**src/rtl/vector_stream_loader_pkg.sv**
```systemverilog
// Shared constants and state encoding for the vector stream loader.
package vec_pkg;

  localparam int unsigned VEC_BITS_DEFAULT = 8;
  localparam int unsigned VEC_N_DEFAULT    = 64;

  typedef enum logic [1:0] {
    FILL  = 2'd0,
    DRAIN = 2'd1,
    ISSUE = 2'd2,
    WAIT  = 2'd3
  } loader_state_t;

endpackage

```
**src/rtl/vector_stream_loader_buffer.sv**
```systemverilog
// N x BITS element storage: one indexed write port plus a whole-buffer clear.
// A write on the same edge as a clear keeps the written element.
module vec_buffer #(
  parameter int unsigned BITS = 8,
  parameter int unsigned N    = 64,
  parameter int unsigned IW   = 6
) (
  input  logic                   clk,
  input  logic                   clr_i,
  input  logic                   we_i,
  input  logic [IW-1:0]          widx_i,
  input  logic signed [BITS-1:0] wdata_i,
  output logic signed [BITS-1:0] data_o [N-1:0]
);

  logic signed [BITS-1:0] mem_q [N-1:0];

  // Per-element update: indexed write wins over clear.
  always_ff @(posedge clk) begin
    for (int unsigned i = 0; i < N; i++) begin
      if (we_i && (widx_i == IW'(i))) begin
        mem_q[i] <= wdata_i;
      end else if (clr_i) begin
        mem_q[i] <= '0;
      end
    end
  end

  assign data_o = mem_q;

endmodule

```
**src/rtl/vector_stream_loader.sv**
```systemverilog
// Streams elements into a parallel vector, then hands it to a reduce ALU.
// Optional macro VEC_LOADER_ZERO_FILL_EN: the first element of each vector
// also clears the rest of the buffer; otherwise stale elements remain.
module vector_stream_loader
  import vec_pkg::*;
#(
  parameter int unsigned BITS = VEC_BITS_DEFAULT,
  parameter int unsigned N    = VEC_N_DEFAULT
) (
  input  logic                   clk,
  input  logic                   rst,
  input  logic signed [BITS-1:0] s_data,
  input  logic                   s_valid,
  input  logic                   s_last,
  output logic                   s_ready,
  output logic signed [BITS-1:0] vec_out [N-1:0],
  output logic [BITS-1:0]        vec_len,
  output logic                   set,
  input  logic                   alu_done,
  output logic                   busy,
  output logic                   ovf,
  input  logic                   ovf_clr
);

  localparam int unsigned CW = $clog2(N) + 1;
  localparam int unsigned IW = (N > 1) ? $clog2(N) : 1;

  loader_state_t   state_q, state_d;
  logic [CW-1:0]   count_q, count_d;
  logic [BITS-1:0] len_q, len_d;
  logic            ovf_q, ovf_d;
  logic            wait_first_q, wait_first_d;

  logic            xfer;
  logic            at_top;
  logic            buf_we;
  logic            buf_clr;
  logic [IW-1:0]   buf_idx;

  // Next-state, buffer control and handshake outputs.
  always_comb begin
    state_d      = state_q;
    count_d      = count_q;
    len_d        = len_q;
    wait_first_d = 1'b0;
    ovf_d        = ovf_q & ~ovf_clr;
    s_ready      = (state_q == FILL) || (state_q == DRAIN);
    xfer         = s_valid && s_ready;
    at_top       = (count_q == CW'(N - 1));
    set          = 1'b0;
    buf_we       = 1'b0;
    buf_clr      = rst;
    buf_idx      = count_q[IW-1:0];

    unique case (state_q)
      FILL: begin
        if (xfer) begin
          buf_we  = 1'b1;
`ifdef VEC_LOADER_ZERO_FILL_EN
          if (count_q == '0) begin
            buf_clr = 1'b1;
          end
`endif
          count_d = count_q + CW'(1);
          if (s_last || at_top) begin
            len_d = BITS'(count_q + CW'(1));
          end
          if (s_last) begin
            state_d = ISSUE;
          end else if (at_top) begin
            state_d = DRAIN;
          end
        end
      end
      DRAIN: begin
        if (xfer && s_last) begin
          ovf_d   = 1'b1;
          state_d = ISSUE;
        end
      end
      ISSUE: begin
        set          = 1'b1;
        state_d      = WAIT;
        wait_first_d = 1'b1;
      end
      WAIT: begin
        if (!wait_first_q && alu_done) begin
          state_d = FILL;
          count_d = '0;
        end
      end
      default: state_d = FILL;
    endcase

    // Reset overrides any write or start pulse in the same cycle.
    if (rst) begin
      buf_we = 1'b0;
      set    = 1'b0;
    end
  end

  // State and counter registers.
  always_ff @(posedge clk) begin
    if (rst) begin
      state_q      <= FILL;
      count_q      <= '0;
      len_q        <= '0;
      ovf_q        <= 1'b0;
      wait_first_q <= 1'b0;
    end else begin
      state_q      <= state_d;
      count_q      <= count_d;
      len_q        <= len_d;
      ovf_q        <= ovf_d;
      wait_first_q <= wait_first_d;
    end
  end

  vec_buffer #(
    .BITS (BITS),
    .N    (N),
    .IW   (IW)
  ) u_buffer (
    .clk     (clk),
    .clr_i   (buf_clr),
    .we_i    (buf_we),
    .widx_i  (buf_idx),
    .wdata_i (s_data),
    .data_o  (vec_out)
  );

  assign vec_len = len_q;
  assign busy    = (state_q != FILL);
  assign ovf     = ovf_q;

endmodule

```
**config.mk**
```make
export PLATFORM = sky130hd
export DESIGN_NAME = vector_stream_loader
export DESIGN_NICKNAME = d
export VERILOG_FILES = /design/src/rtl/vector_stream_loader_pkg.sv /design/src/rtl/vector_stream_loader_buffer.sv /design/src/rtl/vector_stream_loader.sv
export SDC_FILE = /design/constraint.sdc
export NUM_CORES = 1
export LEC_CHECK = 0
export BUFFER_PORTS_ARGS = -buffer_cell sky130_fd_sc_hd__buf_2
export CAP_MARGIN = 0
export CORE_AREA = 2 2 209 211
export DETAILED_ROUTE_END_ITERATION = 8
export DIE_AREA = 0 0 211 213
export GPL_TIMING_DRIVEN = 0
export PLACE_DENSITY = 0.81
export SYNTH_ARGS = -nofsm -noshare
export SYNTH_HDL_FRONTEND = slang
export SYNTH_SLANG_ARGS = --single-unit
```
**constraint.sdc**
```tcl
create_clock -name clk -period 3.9 [get_ports clk]
set_clock_uncertainty 0.1 [all_clocks]
set_input_delay 0.39 -clock clk [delete_from_list [all_inputs] [get_ports clk]]
set_output_delay 0.39 -clock clk [all_outputs]
set_load 0.005 [all_outputs]
```
# Word-level counts from Yosys, hierarchy flattened
# Index checks and enable logic that the tools add are counted.
# Widths: inputs -> output; s select.
[op_classes] addsub=2 eq_ne=71 n_mux=81 n_bitwise=2 reduce_logical=141
[ops] cell="$mux 8" n=65
[ops] cell="$eq 6x6->1 const B" n=32
[ops] cell="$reduce_bool 2->1" n=66
[ops] cell="$eq 6x5->1 const B" n=16
[ops] cell="$logic_and 1x1->1" n=67
[ops] cell="$eq 6x4->1 const B" n=8
[ops] cell="$eq 6x3->1 const B" n=4
[ops] cell="$mux 7" n=2
[ops] cell="$pmux 7 s2" n=1
[ops] cell="$eq 6x2->1 const B" n=2
[ops] cell="$mux 2" n=5
[ops] cell="$add 7x1->8 const B" n=1
[ops] cell="$pmux 2 s4" n=1
[ops] cell="$add 7x1->7 const B" n=1
[ops] cell="$eq 7x6->1 const B" n=1
[ops] cell="$mux 1" n=7
[ops] cell="$eq 6x1->1 const B" n=1
[ops] cell="$logic_not 6->1" n=1
[ops] cell="$reduce_and 3->1" n=2
[ops] cell="$eq 2x2->1 const B" n=2
[ops] cell="$ne 2x2->1 const B" n=2
[ops] cell="$reduce_and 4->1" n=1
[ops] cell="$ne 3x3->1 const B" n=1
[ops] cell="$eq 2x1->1 const B" n=1
[ops] cell="6 further kinds" n=7
[word_totals] regBits=531 inputBits=14 output_inout_bits=524 word_cells=366

# Depth between registers and ports, before layout
# Gate-level depths: netlist of run 1.
[depth] ltp_word=8 ltp_mapped=8 ltp_nobuf=6

# Cells and area by module
# A second synthesis of run 1 with hierarchy kept.
[hier_totals] cells_unflattened=1407 hier_area_um2=20569.7
[by_module_without_submodules] module="vec_buffer" n_inst=1 cells_each=1295 area_each_um2=19592.5 seq_area_each_um2=15374.7
[by_module_without_submodules] module="vector_stream_loader" n_inst=1 cells_each=112 area_each_um2=977.2 seq_area_each_um2=380.4

# Worst setup path before layout of run 1
# OpenSTA, ideal clock, no wires.
[synth_timing] kind="register to register" startpoint="register state_q[0]" endpoint="register u_buffer.mem_q, in the netlist u_buffer.data_o[504], enable pin" setup_ps=271 arrival_ps=1741 t_required_ps=3529 slack_ps=1788 stages_incl_launch_ff=9 path_buffers=2 synth_period_minus_slack_ps=2112 path_cell_list="dfxtp_1 inv_1 ha_1 clkbuf_2 and3b_2 nand2_1 buf_4 nor2_1 or2_2"
[synth_between] elab_chain_cells=8 elab_cells_between_ends=9 classes_between="eq/ne: 1; mux: 3; reduce/logical: 5"
[synth_lines] element="from (decl)" line_no="vector_stream_loader.sv:28" source="loader_state_t state_q, state_d;"
[synth_lines] element="from (signal assigned)" line_no="vector_stream_loader.sv:111" source="state_q <= state_d;"
[synth_lines] element="$eq 2x1->1 / $logic_not 2->1 (equally long branches)" line_no="vector_stream_loader.sv:47, vector_stream_loader.sv:55"
[synth_lines] element="$logic_or 1x1->1" line_no="vector_stream_loader.sv:47" source="s_ready = (state_q == FILL) || (state_q == DRAIN);"
[synth_lines] element="$logic_and 1x1->1" line_no="vector_stream_loader.sv:48" source="xfer = s_valid && s_ready;"
[synth_lines] element="$mux 1" line_no="vector_stream_loader.sv:57" source="if (xfer) begin"
[synth_lines] element="$mux 1 (*)" line_no="vector_stream_loader.sv:55" source="unique case (state_q)"
[synth_lines] element="$mux 1 (*)" line_no="vector_stream_loader.sv:96" source="if (rst) begin"
[synth_lines] element="$logic_and 1x1->1 (*)" line_no="vector_stream_loader_buffer.sv:21" source="if (we_i && (widx_i == IW'(i))) begin"
[synth_lines] element="$reduce_bool 2->1 (no line) (*)"
[synth_lines] element="to (signal, indexed assignment)" line_no="vector_stream_loader_buffer.sv:22" source="mem_q[i] <= wdata_i;"
[synth_lines] element="to (decl)" line_no="vector_stream_loader_buffer.sv:16" source="logic signed [BITS-1:0] mem_q [N-1:0];"
# Every way passes the cells marked *; elsewhere a longest branch is shown, timed or not.
# A chain may end at the register's enable or synchronous reset.

# Worst setup path after layout of run 1
[layout_timing] startpoint="register state_q[0]" endpoint="register u_buffer.mem_q, in the netlist u_buffer.data_o[232], enable pin"
# Same word-level chain as after synthesis.

==> impl_summary.md, run 1 <==
Status
The flow ran to the end, and the final reports show no timing, DRC or antenna violations.

Floorplanning
The floorplan die height is 213 microns. In this run the standard cell core region covers 42,700 sq um. The top-level I/O count is 538.

The die is 211 microns wide. The number of placement rows is 76. The total die area is 44,900 sq um.

The initial core utilization is 0.484.

Clocking
Clock tree synthesis inserted a total of 52 buffers. Gates resized during post-CTS repair numbered 0. The clock drives 531 sinks. The later-pin clock latency in the skew report is 0.59 ns. The clock tree synthesis step divided the H-tree into 2 levels. The buffer levels on the longest clock path is 3. The TritonCTS clock tree is yes. After clock tree synthesis, the clock-pin slew on the worst setup and hold paths is 0.06 ns. The library cell used as clock root buffer is sky130_fd_sc_hd__clkbuf_16.

Route
The count of routing violations after the opening detailed-route iteration is 1,151. The routed via count divided by cell count is 5.19. The overall via count from detail_route is 13.2k. The pre-antenna-repair detailed-routing pass consisted of 5 iterations. After detailed routing, the number of remaining DRC violations is 0. Wires add up to 58,000 microns. After detailed routing, the average wire length per cell comes to 22.9 microns. The antenna violation net count after detailed routing is 0.

Synth
Yosys mapped a number of flops with a built-in enable equal to 512. Yosys printed 0 warnings. The proportion of synthesized flip-flops having asynchronous set or reset is 0.

Of the post-synthesis cell area, the dominant cell type holds 0.744. The synthesized design spends more area on one cell type than any other, namely sky130_fd_sc_hd__edfxtp_1. The cell area after technology mapping is 20,700 sq um.

The flip-flop and latch count after synthesis is 531. In the post-synthesis netlist, the biggest area contributors are sky130_fd_sc_hd__edfxtp_1 (74%), sky130_fd_sc_hd__and2_1 (16%), sky130_fd_sc_hd__or2_2 (2.0%). Synthesis produced a netlist whose cell count is 1,366. The count of distinct cell types in the synthesized netlist is 36.

The average cell area after synthesis is 15.1 sq um. In the synthesized netlist the dominant register cell turns out to be sky130_fd_sc_hd__edfxtp_1. The number of nets handed over by synthesis was 1,388. The fraction of the yosys area taken by sequential cells is 0.762.

STA
The highest attainable clock frequency is 338 MHz. The final critical-path required period is 2.96 ns. The final total negative setup slack is 0 ns. Dividing the final minimum period by the clock period gives 0.759. The number of setup violations in the final report is 0. The max-slew violation total from the final report is 0.

In this run the tightest slew margin relative to its limit is 0.173. The worst-margin pin slew is 1.24 ns. The final number of hold-violating endpoints is 0. Setup repair after global routing left no endpoint under its margin.

Power and ir drop
In this run the power density over the cells is 492 nW/um^2. The maximum resistive drop on vdd is 447 uV. The total leakage power is 0.0105 uW.

The overall power after layout is 12,600 uW.

Worst setup path
The capture point of the worst reg-to-reg path is u_buffer.data_o[232]. The nature of the critical path endpoint is a flip-flop. The critical path's slowest cell is sky130_fd_sc_hd__nor2_1.

The kind of cell with the highest combined delay along the critical path is simple AND/OR/NAND/NOR gates. The arrival time at the worst endpoint is 3.12 ns. The count of buffer and inverter cells on the critical path is 3. The worst flop-to-flop path startpoint is state_q[0]. The type of element launching the critical path is a flip-flop. Along the worst path, the maximum fanout reaches 10. On the worst path, the slowest cell contributes a delay of 0.52 ns. The setup check on the worst reg-to-reg path leaves a slack of 0.94 ns. Walking the worst path, the cells encountered are inv_1, ha_1, clkbuf_2, and3b_2, nand2_1, buf_4, nor2_1, or2_2. The critical path class is flip-flop to flip-flop.

The endpoint required time on the critical path is 4.06 ns. The depth of the worst register-to-register path is 8.

Layout
The final standard cell area without fillers is 25,700 sq um. The final layout contains 1,973 nets. The fraction of the core area covered by cells at the end of the flow is 0.602. The library cells used most frequently in the layout, excluding fill and tap cells, are sky130_fd_sc_hd__buf_2 (532), sky130_fd_sc_hd__and2_1 (513), sky130_fd_sc_hd__edfxtp_1 (512). The number of diodes added for antenna fixing is 0. The most common cell after layout, fill and taps aside is sky130_fd_sc_hd__buf_2.

In the final layout, the share of cells above drive strength 1 is 0.347. The number of standard cells in the layout, taps in and fillers out is 2,538. Relative to the synthesized area, the layout overhead comes to 24.5%.

Min path
The min-delay analysis places its worst path in the category input pin to flip-flop. The worst hold path terminates at state_q[0]. The startpoint identified for the worst hold timing path is s_last. The worst hold path was traced through 4 stages.

Place
The instance count after placement with tap cells included is 2,441. The routability congestion estimate from global placement is 0.853. The total placed instance area is 24,000 sq um.

Once detailed placement completed, the half-perimeter wirelength came to 41,100 microns. In this run the tool buffered the top-level ports with 529 buffer cells.

Global routing
The wire length of the first global-routing pass is 81,600 microns. The via count of the first global-routing pass came to 12.9k. The overall global routing resource usage is 0.250. Entering global routing, the biggest net connects 16 pins.

The overflow left after global routing is 0. The initial antenna violation count is 2.

Job
The tool flagged a number of max-cap violations equal to 0.
worst max-delay path by stage:
stage | end | depth (start not counted) | startpoint | slack, ns
final | u_buffer.data_o[232] | 8 | state_q[0] | 0.94
after CTS | u_buffer.data_o[226] | 8 | state_q[0] | 0.94
after global routing | u_buffer.data_o[344] | 8 | state_q[0] | 0.81
after detailed placement | u_buffer.data_o[224] | 8 | state_q[0] | 0.95
after global placement | u_buffer.data_o[228] | 8 | state_q[0] | 1.03
after floorplan | u_buffer.data_o[504] | 8 | state_q[0] | 1.79
cells in the mapped netlist (all sizes together), types with 3 or more instances:
master	n
o21ai	6
nor3	4
xor2	3
nand3	8
inv	6
and2	513
buf	17
nand2b	5
ha	8
or2	66
a211oi	7
mux2i	3
nand4	3
a21oi	5
dfxtp	19
clkbuf	59
nand2	20
nand3b	3
nor2b	6
nor2	80
edfxtp	512
cell type report:
cell class | count | area, sq um
repair buffers | 531 | 2670
clock buffers | 59 | 1350
flip-flops and latches | 531 | 15800
fillers | 3138 | 17000
clock inverters | 36 | 354
well taps | 546 | 683
multi-input cells | 753 | 4570
plain buffers | 76 | 314
inverters | 6 | 22.5
per-stage QoR:
stage | hold slack (ns) | setup WS (ns)
finish | 0.101 | 0.941
global route | 0.110 | 0.811
CTS | 0.0742 | 0.941
detailed placement | 0.384 | 0.954
global placement | 0.357 | 1.03
floorplan | 0.361 | 1.79
routing by layer:
layer  track usage  vias up  share of wire
met3        0.0685      115          0.089
li1              -     5866              -
met2         0.425      676           0.50
met5             0        -        0.00019
met1         0.306     6521           0.38
met4        0.0952        2          0.031
worst reg2reg max path, stage by stage (launching register included):
cell and delay (ns):
sky130_fd_sc_hd__dfxtp_1 0.34, sky130_fd_sc_hd__inv_1 0.09, sky130_fd_sc_hd__ha_1 0.14, sky130_fd_sc_hd__clkbuf_2 0.17
sky130_fd_sc_hd__and3b_2 0.24, sky130_fd_sc_hd__nand2_1 0.29, sky130_fd_sc_hd__buf_4 0.35, sky130_fd_sc_hd__nor2_1 0.53
sky130_fd_sc_hd__or2_2 0.38
where the power goes:
group          total, uW  switching [uW]  internal (uW)
clock network       5040            2150           2890
registers           6620             105           6520
logic                975             641            333
total              12600            2900           9740
logic make-up (layout without fill, tap and decap cells):
group | after synthesis | after routing | share of synthesized area
simple gates | 711 | 711 | 0.204
flops | 531 | 531 | 0.762
buf+inv | 82 | 708 | 0.0163
compound gates | 27 | 27 | 0.00975
fa+ha+maj | 8 | 8 | 0.00484
xor+xnor | 4 | 4 | 0.00170
mux | 3 | 3 | 0.00145
sequential cells by signal, indices dropped and copies added (netlist names):
name             cells
wait_first_q         1
u_buffer.data_o    512
vec_len              8
state_q              2
count_q              7
ovf                  1
timing repair:
item                      4_1_cts  5_1_grt
setup buffers                   0        0
hold endpoints to repair        1        0
hold buffers                    2        0
Power figures use the tool's default switching activity.
==> inputs of run 2 (changes only) <==
--- a/config.mk
+++ b/config.mk
@@ -7,11 +7,11 @@
 export LEC_CHECK = 0
 export BUFFER_PORTS_ARGS = -buffer_cell sky130_fd_sc_hd__buf_2
 export CAP_MARGIN = 0
-export CORE_AREA = 2 2 209 211
+export CORE_AREA = 2 2 211 213
 export DETAILED_ROUTE_END_ITERATION = 8
-export DIE_AREA = 0 0 211 213
+export DIE_AREA = 0 0 213 215
 export GPL_TIMING_DRIVEN = 0
-export PLACE_DENSITY = 0.81
+export PLACE_DENSITY = 0.83
 export SYNTH_ARGS = -nofsm -noshare
 export SYNTH_HDL_FRONTEND = slang
 export SYNTH_SLANG_ARGS = --single-unit
==> constraint.sdc (replaced) <==
create_clock -name clk -period 2.7 [get_ports clk]
set_clock_uncertainty 0.1 [all_clocks]
set_input_delay 0.27 -clock clk [delete_from_list [all_inputs] [get_ports clk]]
set_output_delay 0.27 -clock clk [all_outputs]
set_load 0.005 [all_outputs]
==> run 2 against run 1 <==
  * The run now ends with negative setup slack left
  * First-iteration DRC count shrank 18%
  * Worst setup slack lost 0.95 ns
  * Register-to-register slack lost 0.95 ns
  * Non-clock buffer count grew 1
  * Count of clock-buffer cells in the layout grew 7
  * Clock power grew 44%
  * Final cell count grew 1.9%
  * Global-route usage shrank 0.32 points
  * Cell area grew 0.84%
  * Worst hold slack gained 0.035 ns
  * Flip-flop and latch count is the same
  * Fmax grew 9.0%
  * Largest cell class unchanged
  * Largest power group unchanged
  * Highest routed layer is now met4
==> impl_summary.md, run 2 (synthesized netlist as in run 1, its figures left out) <==
STA
Setup repair after global routing could not meet its margin everywhere. After layout, the worst setup slack is -0.0133 ns. Of the available clock period, the critical path in the final layout requires 1.00. The post-route worst hold slack is 0.137 ns.

After layout, the minimum clock period comes to 2.71 ns. The max-slew violation total from the final report is 0. The final number of hold-violating endpoints was 0. Based on the critical path, the design can be clocked at up to 369 MHz. Measured against its own limit, the worst slew margin works out to 0.143. At the pin with the least slew margin, the transition time is 1.29 ns. Setup violations remaining at the end of the flow were counted as 8.

Floorplanning
The initial utilization of the core area, before any placement, comes to 0.473. The core region area is 43,600 sq um. Pin placement for this block handled 538 I/O pins. The die covers 45,800 sq um. The floorplan has 77 rows. Measured along the y axis, the die boundary spans 215 microns. The chip width is 213 microns.

Layout
The number of flip-flops under the largest register name is 512. With fillers left out, the area of the finished cells amounts to 25,900 sq um. The ratio of cells with drive above 1 in the final layout is 0.359. The count of filler cells inserted in the layout is 3,281. The register area is 15,800 sq um. The area taken by multi-input logic gates is 4690 sq um. The total number of nets in the final design is 1,973. The most common cell after layout, fill and taps aside is sky130_fd_sc_hd__buf_2. In the layout the commonest cells are sky130_fd_sc_hd__buf_2 (532), sky130_fd_sc_hd__and2_1 (513), sky130_fd_sc_hd__edfxtp_1 (512).

The area growth from synthesis to layout is 25.5%.

Worst setup path
At the worst endpoint, the required time is 2.87 ns. The type of element launching the critical path is a flip-flop. Across all register-to-register paths, the minimum setup slack is -0.01 ns.

The worst register-to-register path begins at state_q[1]. Tracing the worst setup path back leads to its startpoint at state_q[1]. The critical path in this run is classified as flip-flop to flip-flop.

The nature of the critical path endpoint is a flip-flop. The termination of the worst setup path is u_buffer.data_o[350]. The depth of the worst register-to-register path is 8. Along the worst path, the maximum fanout reaches 10. The arrival time at the worst endpoint is 2.88 ns.

The capture point of the worst reg-to-reg path is u_buffer.data_o[350].

Global routing
The via count of the first global-routing pass is 13.2k. Across every metal layer, demand over resource in global routing totals 0.247. The initial antenna violation count is 3. The wire length of the first global-routing pass is 82,200 microns. The maximum number of pins on one net before global-route repair is 15. The overflow left after global routing is 0.

Power and ir drop
For this design the ratio of total power to cell area is 705 nW/um^2. The total leakage power is 0.0105 uW. IR analysis of the VDD net gives a maximum drop of 612 uV.

Clocking
The deepest level of the CTS H-tree is 2. The later-pin clock latency in the skew report is 0.58 ns. The library cell used as clock root buffer is sky130_fd_sc_hd__clkbuf_16. The clock-pin slew of the registers on the worst-case setup and hold paths is 0.06 ns. The clock drives 531 sinks.

The clock buffer count from CTS is 51. The clock passes through at most 3 buffers. TritonCTS built the clock tree.

Route
The first detailed-routing pass took 5 iterations. For this block, the routed nets add up to 57,500 microns of wire. The detailed router placed 13.1k vias in this run. The count of nets left with antenna violations once routing finished came out at 0.

The routed via count divided by cell count is 5.06. The wire length per cell after detailed routing is 22.2 microns. After detailed routing, the number of remaining DRC violations is 0. The count of routing violations after the opening detailed-route iteration is 949.

Place
The total placed instance area is 24,100 sq um. The estimated wirelength of the detail-placed design is 40,800 microns. The congestion estimate from routability-driven global placement came to 0.857. Input and output buffers added on the ports amount to 529.

Status
The flow ran to the end, but the final reports show violations. The checks that failed: negative setup slack.

Job
The total of max-cap violations is 0.

Min path
The path class of the tightest hold or removal check is input pin to flip-flop.
-- run 2: cell types whose count changed in the layout (fill, tap and decap cells not counted), sizes merged, moves of 2 or more --
| cell | previous run | this run |
|---|---|---|
| clkbuf | 118 | 125 |
| clkinv | 20 | 16 |
| clkinvlp | 6 | 2 |
| diode | 0 | 2 |
-- run 2: worst min-delay path by stage --
stage	from	to	slack (ns)	cells after the start
6_report	s_valid	state_q[1]	0.14	5
5_1_grt	s_valid	state_q[1]	0.15	5
2_1_floorplan	s_last	ovf	0.32	2
3_5_place_dp	ovf	ovf	0.37	2
4_1_cts	s_valid	count_q[5]	0.1	3
3_3_place_gp	ovf	ovf	0.37	2
-- run 2: layout make-up --
type                       instances  share of cell area
buffer                            76              0.0131
tap                              592              0.0286
multi-input combinational        753               0.181
clock inverter                    28              0.0124
clock buffer                      66              0.0530
inverter                           6            0.000868
sequential                       531               0.608
timing repair buffer             532               0.103
antenna                            2            0.000193
-- run 2: through the flow --
stage          utilization  TNS [ns]  instances  worst slack, ns  power, uW
2_1_floorplan            -         0       1366            0.588      10300
3_3_place_gp         0.551    -13.70       2487           -0.282      11100
3_5_place_dp         0.551    -44.94       2487           -0.370      11100
4_1_cts              0.592         0       2584         0.000981      18300
5_1_grt              0.594     -6.69       2584           -0.113      18800
6_report             0.594    -0.104       2586          -0.0133      18300
-- run 2: metal layers --
layer	GRT usage	wire length, microns
met5	0	0
met4	0.104	2400
met3	0.0671	5460
met2	0.413	28300
met1	0.301	21400
-- run 2: what timing repair did --
| item | in CTS | in global routing |
|---|---|---|
| hold buffers | 3 | 0 |
| hold endpoints to repair | 2 | 0 |
| setup endpoints to repair | 338 | 277 |
| gates cloned | 0 | 0 |
| buffers inserted | 0 | 0 |
| gates resized for setup | 19 | 31 |
-- run 2: critical path, stage by stage, from the launching register on --
cell and delay (ns):
sky130_fd_sc_hd__dfxtp_1 0.35, sky130_fd_sc_hd__inv_1 0.10, sky130_fd_sc_hd__ha_1 0.15, sky130_fd_sc_hd__clkbuf_2 0.19, sky130_fd_sc_hd__and3b_2 0.29, sky130_fd_sc_hd__nand2_2 0.21, sky130_fd_sc_hd__buf_8 0.24, sky130_fd_sc_hd__nor2_1 0.40
sky130_fd_sc_hd__or2_2 0.32
-- run 2: where the power goes --
part / leakage, uW / total, uW / switching, uW / internal (uW)
sequential: 0.00521 / 9570 / 152 / 9420
clock: 0.000818 / 7270 / 3000 / 4270
combinational: 0.00446 / 1440 / 943 / 496
==> inputs of run 3 (changes only) <==
--- a/config.mk
+++ b/config.mk
@@ -5,11 +5,12 @@
 export SDC_FILE = /design/constraint.sdc
 export NUM_CORES = 1
 export LEC_CHECK = 0
+export ABC_AREA = 1
 export BUFFER_PORTS_ARGS = -buffer_cell sky130_fd_sc_hd__buf_2
 export CAP_MARGIN = 0
-export CORE_AREA = 2 2 211 213
+export CORE_AREA = 2 2 206 208
 export DETAILED_ROUTE_END_ITERATION = 8
-export DIE_AREA = 0 0 213 215
+export DIE_AREA = 0 0 208 210
 export GPL_TIMING_DRIVEN = 0
 export PLACE_DENSITY = 0.83
 export SYNTH_ARGS = -nofsm -noshare
==> run 3 against run 2 <==
  * The flow now finishes without violations
  * Worst hold slack worse by 0.090 ns
  * Register-to-register slack better by 0.17 ns
  * Critical path type unchanged
  * Worst setup slack better by 0.17 ns
  * Critical endpoint is now u_buffer.data_o[375]
  * Critical path depth down 3
  * Fmax up 6.5%
==> impl_summary.md, run 3 <==
Status
The flow ran to the end, and the final reports show no timing, DRC or antenna violations.

Power and ir drop
In this run the power spent charging and discharging nets is 4460 uW. The cell-internal power is 14,000 uW. The total leakage power is 0.0105 uW. The power density normalized to cell area is 738 nW/um^2.

The clock group share of total power is 0.386. Of the total power, the share spent switching nets is 0.241. The overall power after layout is 18,500 uW.

The maximum resistive drop on vdd is 587 uV. The share of power burned in registers is 0.518. The share of total power dissipated in combinational logic is 0.095.

Worst setup path
The slowest stage of the critical path is the sky130_fd_sc_hd__o21ai_2 cell. The arrival time at the worst endpoint is 2.67 ns. For this run, the slowest stage of the critical path takes 0.59 ns. The worst flop-to-flop path startpoint is count_q[5]. The type of element launching the critical path is a flip-flop. The largest driver fanout on the critical path is 9.

Traced cell by cell, the critical path runs through clkbuf_1, inv_1, nor2_2, nand2_1, o21ai_2. The setup slack of the worst register-to-register path is 0.15 ns. The endpoint required time on the critical path is 2.82 ns. The nature of the critical path endpoint is a flip-flop. The critical path class is flip-flop to flip-flop. The endpoint identified for the worst register-to-register timing path is u_buffer.data_o[375]. The depth of the worst register-to-register path is 5.

Synth
In this run, synthesis inferred 512 flip-flops with an integrated enable. Of the synthesized area, sequential elements account for 0.814. The cell area that synthesis handed to floorplanning was 19,400 sq um. After synthesis, the largest family of logic cells by area is simple AND/OR/NAND/NOR gates. Synthesis handed over a netlist of 1,405 instances. Sorting the synthesized cells by area gives the leading types as sky130_fd_sc_hd__edfxtp_1 (79%), sky130_fd_sc_hd__nor2_1 (10%), sky130_fd_sc_hd__nand2_1 (2.4%).

The net count after synthesis is 1,427. The total number of yosys warnings is 0. After synthesis, the mean cell area works out to 13.8 sq um. The proportion of synthesized flip-flops having asynchronous set or reset is 0. The compound-cell area share of the yosys netlist is 0.00698. The simple logic cell fraction of the synthesized area is 0.153. The most frequently used cell type in the post-synthesis netlist is sky130_fd_sc_hd__nor2_1. Ranked by instance count, the synthesized netlist is headed by sky130_fd_sc_hd__nor2_1 (528), sky130_fd_sc_hd__edfxtp_1 (512), sky130_fd_sc_hd__nand2_1 (122), sky130_fd_sc_hd__clkbuf_1 (60), sky130_fd_sc_hd__nand2_2 (50). Of the total synthesized cell area, the portion taken by full adders, half adders and majority gates is 0.00517. Of the post-synthesis cell area, the dominant cell type holds 0.794. Of all cell types, the one taking the most synthesized area is sky130_fd_sc_hd__edfxtp_1.

The flip-flop and latch count after synthesis is 531. The leading register cell type out of synthesis is sky130_fd_sc_hd__edfxtp_1. Of the total synthesized cell area, the portion taken by XOR and XNOR cells is 0.000905.

The portion of synthesized area spent on multiplexers is 0. The count of distinct cell types in the synthesized netlist is 23.

STA
The final critical-path required period is 2.55 ns. For this run, the top clock speed supported by timing is 393 MHz. Setup violations remaining at the end of the flow were counted as 0. Dividing the final minimum period by the clock period gives 0.944. The final number of hold-violating endpoints came to 0.

The tightest slew margin relative to the limit is 0.276. Setup repair after global routing left no endpoint under its margin. For the pin with the worst max-slew slack, the measured transition is 1.09 ns. The max-slew violation total from the final report is 0.

After routing, the total negative slack on setup checks comes to 0 ns.

Place
The count of buffers added on input and output ports is 536. The routability congestion estimate from global placement is 0.886. The estimated wirelength of the detail-placed design is 42,900 microns.

Route
The count of TritonRoute iterations in the first routing pass is 5. For this run, design rule violations remaining after detail routing come to 0. Wires add up to 61,700 microns. The first routing iteration left 1,303 violations.

Dividing the detail-routed wire length by the instance count gives 23.6 microns. Dividing the detail-routed via count by the number of cells gives 5.38. The detail route stage leaves a number of antenna-violating nets equal to 0. The overall via count from detail_route is 14.1k.

Job
Across the run, the number of max-cap violations was 0.

Layout
The number of flip-flops under the largest register name is 512. The most common cell after layout, fill and taps aside is sky130_fd_sc_hd__buf_2. In the final design database the tool counted 2,050 nets. The sequential cells in the finished layout cover a total of 15,800 sq um.

0 antenna diodes ended up in the layout. The fraction of the core area covered by cells at the end of the flow is 0.604. The area growth from synthesis to layout is 29.4%. Of the cells placed in the final design, the portion with a size suffix greater than 1 is 0.378. Summing all multi-input logic gate instances after layout gives 3520 sq um. In the layout the commonest cells are sky130_fd_sc_hd__buf_2 (540), sky130_fd_sc_hd__nor2_1 (513), sky130_fd_sc_hd__edfxtp_1 (512). The count of filler cells inserted in the layout is 3,128.

Global routing
The via count of the first global-routing pass came to 13.5k. The wire length of the first global-routing pass is 87,600 microns. The overall global routing resource usage is 0.273. The overflow left after global routing is 0. The initial antenna violation count came to 1. The maximum number of pins on one net before global-route repair is 16.

Min path
The instance count along the most critical hold path is 3. The kind of path behind the tightest hold check is input pin to flip-flop. The hold-critical path endpoint is u_buffer.data_o[238]. In this run the most critical hold path is launched from s_data[6].

Floorplanning
The core region is 41,500 sq um. The floorplan step defined a die boundary enclosing 43,700 sq um. The initialized floorplan defines 75 standard-cell rows.

The die is 208 microns wide. The die is 210 microns tall. The initial utilization of the core area, before any placement, comes to 0.467. The top-level I/O count is 538.

Clocking
The TritonCTS clock tree is yes. Clock tree synthesis found a total of 531 sinks. Clock-pin slew was measured on the worst setup and hold paths at 0.06 ns. The library cell used as clock root buffer is sky130_fd_sc_hd__clkbuf_16. The H-tree generated during clock tree synthesis spans 2 levels. The number of clock buffers added by TritonCTS is 52.

The clock passes through at most 3 buffers. The later-pin clock latency in the skew report is 0.58 ns.
[run 3: cell count changes after synthesis, sizes merged, moves of 8 or more]
cell / before / now
nor2: 80 / 528
buf: 17 / 7
or2: 66 / 0
inv: 6 / 29
nand2: 20 / 172
and2: 513 / 0
nor3: 4 / 26
a21oi: 5 / 13
[run 3: logic make-up (layout without fill, tap and decap cells)]
kind of cell | Yosys count | count (layout)
AND/OR/NAND/NOR | 740 | 740
flip-flops | 531 | 531
buffers and inverters | 98 | 764
AO/OA/AOI/OAI | 26 | 26
adder cells (fa/ha/maj) | 8 | 8
XOR/XNOR | 2 | 2
[run 3: metrics by stage]
| stage | hold slack, ns | worst slack [ns] | cell area [sq um] | cells |
|---|---|---|---|---|
| 5_1_grt | 0.0657 | 0.0268 | 25100 | 2610 |
| 3_5_place_dp | 0.362 | -0.982 | 22700 | 2480 |
| 6_report | 0.0462 | 0.152 | 25100 | 2610 |
| 3_3_place_gp | 0.359 | -0.867 | 22700 | 2480 |
| 4_1_cts | 0.0190 | -0.219 | 25000 | 2609 |
| 2_1_floorplan | 0.333 | 0.376 | 19400 | 1405 |
[run 3: area by class of cell]
class,instances,area share
buffer,67,0.0109
clock buffer,65,0.0556
clock inverter,32,0.0111
inverter,31,0.00464
multi-input combinational,776,0.141
sequential,531,0.629
tap,539,0.0269
timing repair buffer,569,0.121
[run 3: repair_timing]
action,4_1_cts,5_1_grt
endpoints found under the setup margin,960,545
resized for setup,80,16
hold buffers,4,0
hold endpoints to repair,6,0
buffers inserted,28,1
pin swaps,11,0
[run 3: routing by layer]
metal	vias to the layer above	routed length, microns	global-route usage
met5	-	0	0
met4	0	3020	0.129
met3	175	6340	0.0609
met2	969	30000	0.448
met1	6860	22400	0.350
li1	6050	-	-
[run 3: power by group through the flow]
stage               Clock, uW  Combinational [uW]  Sequential [uW]
finish                   7140                1770             9580
global route             7450                1900             9620
CTS                      7180                1670             9580
detailed placement          0                1540             9750
global placement            0                1500             9730
floorplan                   0                 691             9770
[run 3: worst max-delay path by stage]
stage	startpoint	to	slack [ns]	cells after the start
3_5_place_dp	state_q[0]	u_buffer.data_o[456]	-0.98	11
3_3_place_gp	state_q[0]	u_buffer.data_o[456]	-0.87	11
4_1_cts	state_q[0]	u_buffer.data_o[508]	-0.22	11
5_1_grt	state_q[1]	u_buffer.data_o[248]	0.03	11
2_1_floorplan	state_q[0]	u_buffer.data_o[416]	0.38	11
6_report	count_q[5]	u_buffer.data_o[375]	0.15	5
[run 3: critical path: cells and delay by family (launching register included)]
family | cells | cell delay (ns)
simple gates | 2 | 0.84
compound gates | 1 | 0.59
buf+inv | 2 | 0.35
flops | 1 | 0.30
